`config.mk`:
```
export PLATFORM = sky130hd
export DESIGN_NAME = rr_arbiter3_flat
export DESIGN_NICKNAME = d
export VERILOG_FILES = /design/src/rtl/rr_arbiter3_if.sv /design/src/rtl/rr_arbiter3.sv /design/src/flat_wrapper.sv
export SDC_FILE = /design/constraint.sdc
export NUM_CORES = 1
export LEC_CHECK = 0
export BUFFER_PORTS_ARGS = -buffer_cell sky130_fd_sc_hd__clkbuf_2
export CORE_MARGIN = 5
export CORE_UTILIZATION = 48
export CTS_CLUSTER_SIZE = 30
export DETAILED_ROUTE_END_ITERATION = 8
export PLACE_DENSITY = 0.72
export RECOVER_POWER = 100
export SETUP_SLACK_MARGIN = 0.2
export SLEW_MARGIN = 20
export SYNTH_ARGS = -nofsm -noshare
export SYNTH_HDL_FRONTEND = slang
export SYNTH_SLANG_ARGS = --single-unit
```
`constraint.sdc`:
```
create_clock -name clk -period 1.4 [get_ports clk]
set_clock_uncertainty 0.1 [all_clocks]
set_input_delay 0.28 -clock clk [delete_from_list [all_inputs] [get_ports clk]]
set_output_delay 0.28 -clock clk [all_outputs]
set_load 0.02 [all_outputs]
```
`src/rtl/rr_arbiter3_if.sv`:
```
// Request/grant bundle between the requesters and the three-way round-robin arbiter.
interface rr_arbiter3_if;
  logic [2:0] req;
  logic [2:0] grant;
  logic [1:0] owner;
  logic       busy;
  logic       preempt;

  modport master (output req, input grant, owner, busy, preempt);
  modport slave  (input req, output grant, owner, busy, preempt);
endinterface

```
`src/rtl/rr_arbiter3.sv`:
```
// Three-requester round-robin arbiter with bounded hold time under contention
// and one dead cycle between successive owners.
module rr_arbiter3 #(
  parameter int unsigned MAX_HOLD = 8
) (
  input  logic         clk,
  input  logic         rst,
  rr_arbiter3_if.slave bus
);

  localparam int unsigned     HW        = $clog2(MAX_HOLD + 1);
  localparam logic [HW-1:0]   HOLD_LAST = HW'(MAX_HOLD - 1);

  typedef enum logic [1:0] {IDLE, GRANT, RELEASE} state_t;

  state_t          state, state_d;
  logic [1:0]      ptr, ptr_d;
  logic [HW-1:0]   hold_cnt, hold_d;
  logic [2:0]      grant_d;
  logic [1:0]      owner_d;
  logic            busy_d, preempt_d;
  logic [1:0]      pick, cand;
  logic            pick_ok;
  logic [2:0]      others;

  function automatic logic [1:0] inc3(input logic [1:0] x);
    return (x == 2'd2) ? 2'd0 : x + 2'd1;
  endfunction

  function automatic logic [2:0] onehot(input logic [1:0] x);
    return 3'b001 << x;
  endfunction

  // First requester at or after ptr, wrapping mod 3.
  always_comb begin
    pick    = '0;
    pick_ok = 1'b0;
    cand    = ptr;
    for (int unsigned i = 0; i < 3; i++) begin
      if (!pick_ok && bus.req[cand]) begin
        pick    = cand;
        pick_ok = 1'b1;
      end
      cand = inc3(cand);
    end
  end

  assign others = bus.req & ~onehot(bus.owner);

  always_comb begin
    state_d   = state;
    ptr_d     = ptr;
    hold_d    = hold_cnt;
    grant_d   = bus.grant;
    owner_d   = bus.owner;
    busy_d    = bus.busy;
    preempt_d = bus.preempt;

    unique case (state)
      IDLE, RELEASE: begin
        preempt_d = 1'b0;
        if (pick_ok) begin
          state_d = GRANT;
          owner_d = pick;
          grant_d = onehot(pick);
          busy_d  = 1'b1;
          hold_d  = '0;
        end else begin
          state_d = IDLE;
        end
      end
      GRANT: begin
        if (!bus.req[bus.owner] || (hold_cnt >= HOLD_LAST && |others)) begin
          // Timeout only when the owner still wants the resource.
          preempt_d = bus.req[bus.owner];
          state_d   = RELEASE;
          grant_d   = '0;
          busy_d    = 1'b0;
          ptr_d     = inc3(bus.owner);
        end else if (hold_cnt < HOLD_LAST) begin
          hold_d = hold_cnt + 1'b1;
        end
      end
      default: state_d = IDLE;
    endcase
  end

  always_ff @(posedge clk) begin
    if (!rst) begin
      state       <= IDLE;
      ptr         <= '0;
      hold_cnt    <= '0;
      bus.grant   <= '0;
      bus.owner   <= '0;
      bus.busy    <= 1'b0;
      bus.preempt <= 1'b0;
    end else begin
      state       <= state_d;
      ptr         <= ptr_d;
      hold_cnt    <= hold_d;
      bus.grant   <= grant_d;
      bus.owner   <= owner_d;
      bus.busy    <= busy_d;
      bus.preempt <= preempt_d;
    end
  end

endmodule

```
`src/flat_wrapper.sv`:
```
// flat-port wrapper written by rule: the top's interface ports become plain ports
module rr_arbiter3_flat 
#(
  parameter int unsigned MAX_HOLD = 8
)
  (clk, rst, bus_req, bus_grant, bus_owner, bus_busy, bus_preempt);
  rr_arbiter3_if bus_i ();
  input  logic clk;
  input  logic rst;
  input wire logic [$bits(bus_i.req)-1:0] bus_req;
  output wire logic [$bits(bus_i.grant)-1:0] bus_grant;
  output wire logic [$bits(bus_i.owner)-1:0] bus_owner;
  output wire logic [$bits(bus_i.busy)-1:0] bus_busy;
  output wire logic [$bits(bus_i.preempt)-1:0] bus_preempt;
  assign bus_i.req = bus_req;
  assign bus_grant = bus_i.grant;
  assign bus_owner = bus_i.owner;
  assign bus_busy = bus_i.busy;
  assign bus_preempt = bus_i.preempt;
  rr_arbiter3 #(.MAX_HOLD(MAX_HOLD)) u_core (.clk(clk), .rst(rst), .bus(bus_i));
endmodule
```
==> results.cfg <==
[clock_tree]
hold_buffers = 0
clock_latency_ps = 300
ctsRootBufferMaster = clkbuf_4
cts_made_buffers = 3
clk_pin_slew_ps = 110
h-tree-depth = 1
cts_tree = yes
clockBufferDepth = 2
cts.sinks = 15

[status]
status = finished with violations
violations = setup timing

[min_path]
min_path_cells = 3
whs_endpoint = u_core.bus.busy$_SDFFE_PN0P_
min_path_type = in2reg
min_from = rst

[drt]
drt_first_pass_iters = 4
totalWireLength_mm = 2.240
dr.first_iter.drc_count = 34
vias = 813
viasPerCell = 5.891
drc_errors = 0
ant_nets = 0
post_drt_wl_per_cell_microns = 16.23

[synth]
ys_ff_latch = 15
yosysSeqAreaShare = 0.3727
synthFlopType = dfxtp_1
synth-edff-count = 0
yosysWarnings = 0
syn_area_sq_um = 805.8
synth.distinct_cells = 37
syn-mean-instance-area_sq_um = 9.262
syn_inst = 87
async_flop_share = 0
syn_nets = 93

[global_route]
grt_pass1_vias = 862
grt_usage = 0.1969
grt_pass1_wl_mm = 3.905
grt_start_max_net_pins = 16
overflow = 0
antenna_found_initial = 0

[floorplan]
row_count = 14
start_util = 0.5227
core_sq_mm = 0.001541
ioPinCount = 12
die_area_sq_mm = 0.002598
die_width_microns = 50.97
die-height_microns = 50.97

[place]
io_buffers = 11
dpl.hpwl_mm = 1.527
gp_congestion = 0.7858

[job]
cap_violations = 0

[timing]
min_period_ps = 1521
setup_viol = 14
timing.fmax_mhz = 657.4
tightest_slew_ps = 298.7
tns_ps = -1072
rsz0062_at_grt = yes
slew_headroom = 0.7997
finalHoldViolCount = 0
setup_ws_ps = -121.2
slew_violations = 0
period_share = 1.087

[final_layout]
fillers = 100
nNetsFinal = 129
layout-drive-gt1-share = 0.6148
multi_input_area_sq_um = 549.3
fin_util = 0.7979
antenna_cells = 0
seq_area_sq_um = 322.8
syn_to_final_growth_pct = 52.64

[critical_path]
worst-r2r-cell-count = 5
rrSetupSlack_ps = -120
r2r-start = u_core.bus.owner[0]$_SDFFE_PN0P_
worstSetupPathType = reg2reg
worstPathRequired_ps = 1510
worstSetupEndpointType = flip-flop
worstPathArrival_ps = 1630
worstPathMaxFanout = 5
r2r_end = u_core.bus.busy$_SDFFE_PN0P_
start_kind = flip-flop

[power]
leakage_uw = 0.0004921
p_per_area_mw_per_mm2 = 855.6
peakVddDrop_mv = 0.7538
finalPower_uw = 1052
-- critical path, stage by stage (launching register included) --
cell	delay, ps
dfxtp_4	400
mux2i_2	270
a21o_1	200
o31ai_4	80
buf_4	170
a211oi_2	210
-- final cells by class --
| class | instances | share of cell area |
|---|---|---|
| multi-input combinational | 63 | 0.4466 |
| sequential | 15 | 0.2625 |
| timing repair buffer | 36 | 0.2360 |
| clock buffer | 3 | 0.01831 |
| tap | 16 | 0.01628 |
| inverter | 4 | 0.01424 |
| clock inverter | 1 | 0.006104 |
-- power breakdown --
part / switching [uW] / internal [uW] / total [uW]
combinational: 153 / 158 / 311
clock: 164 / 109 / 272
sequential: 19.7 / 449 / 469
-- Yosys cell counts (all sizes together) (2+ instances only) --
cell,count,area (sq um)
dfxtp,15,300.3
nand3,11,55.05
a21oi,6,30.03
mux2i,6,60.06
nand2,5,18.77
buf,4,35.03
inv,3,11.26
nand3b,3,22.52
a211o,2,20.02
a211oi,2,15.01
a21boi,2,15.01
nor2,2,7.510
o211ai,2,15.01
o21ai,2,10.01
o22ai,2,12.51
o31ai,2,33.78
-- what timing repair did --
action / in CTS / in global routing
resized for setup: 34 / 17
setup endpoints to repair: 19 / 21
setup buffers: 5 / 1
pin swaps: 8 / 4
-- layer usage --
metal | share of wire | vias up | wire (microns) | GRT usage
met3 | 0.029 | 6 | 65 | 0.02907
met2 | 0.54 | 23 | 1199 | 0.3512
met1 | 0.42 | 392 | 936 | 0.2212
met4 | 0.017 | 0 | 39 | 0.1064
met5 | 0 | - | 0 | 0
li1 | - | 392 | - | -
-- sequential cells by signal, summed over array words and instances (netlist names) --
signal and count:
u_core.ptr 2, u_core.bus.grant 3, u_core.bus.busy 1, u_core.hold_cnt 4
u_core.bus.owner 2, u_core.state 2, u_core.bus.preempt 1
-- per-stage QoR --
stage	worst slack (ps)	cell area, sq um	std cells	hold WS, ps
finish	-121.2	1230	138	258.7
global route	-218.4	1230	138	257.1
CTS	-134.7	1184	137	193.0
detailed placement	-143.2	1001	128	352.6
global placement	-117.3	1001	128	341.3
floorplan	-103.8	835.8	87	360.7
-- logic make-up (layout without fill, tap and decap cells) --
kind of cell,count (synthesis),in the layout,share of synthesized area
AO/OA/AOI/OAI,26,26,0.2453
adder cells (fa/ha/maj),1,1,0.01553
buffers and inverters,9,44,0.07142
flip-flops,15,15,0.3727
multiplexers,6,6,0.07454
AND/OR/NAND/NOR,30,30,0.2205
-- worst max path at each step --
stage / from / end / slack, ps / cells after the start
global route: u_core.bus.owner[0]$_SDFFE_PN0P_ / u_core.ptr[0]$_SDFFE_PN0P_ / -220 / 6
detailed placement: u_core.state[0]$_SDFFE_PN0P_ / u_core.ptr[0]$_SDFFE_PN0P_ / -140 / 5
global placement: u_core.state[0]$_SDFFE_PN0P_ / u_core.ptr[0]$_SDFFE_PN0P_ / -120 / 5
floorplan: u_core.bus.owner[0]$_SDFFE_PN0P_ / u_core.hold_cnt[0]$_SDFFE_PN0P_ / -100 / 5
finish: u_core.bus.owner[0]$_SDFFE_PN0P_ / u_core.bus.busy$_SDFFE_PN0P_ / -120 / 5
CTS: u_core.state[0]$_SDFFE_PN0P_ / u_core.ptr[0]$_SDFFE_PN0P_ / -130 / 5
-- layout by cell type (no fill, tap or decap), types with 3 or more instances in the layout --
cell and count:
dfxtp_2 9, buf_4 25, nand3b_1 3, nand2_1 5
a21oi_1 3, mux2i_1 4, buf_6 4, dfxtp_4 3
clkbuf_4 4, a21oi_2 3, clkbuf_2 4, nand3_1 11
dfxtp_1 3
Power figures use the tool's default switching activity.
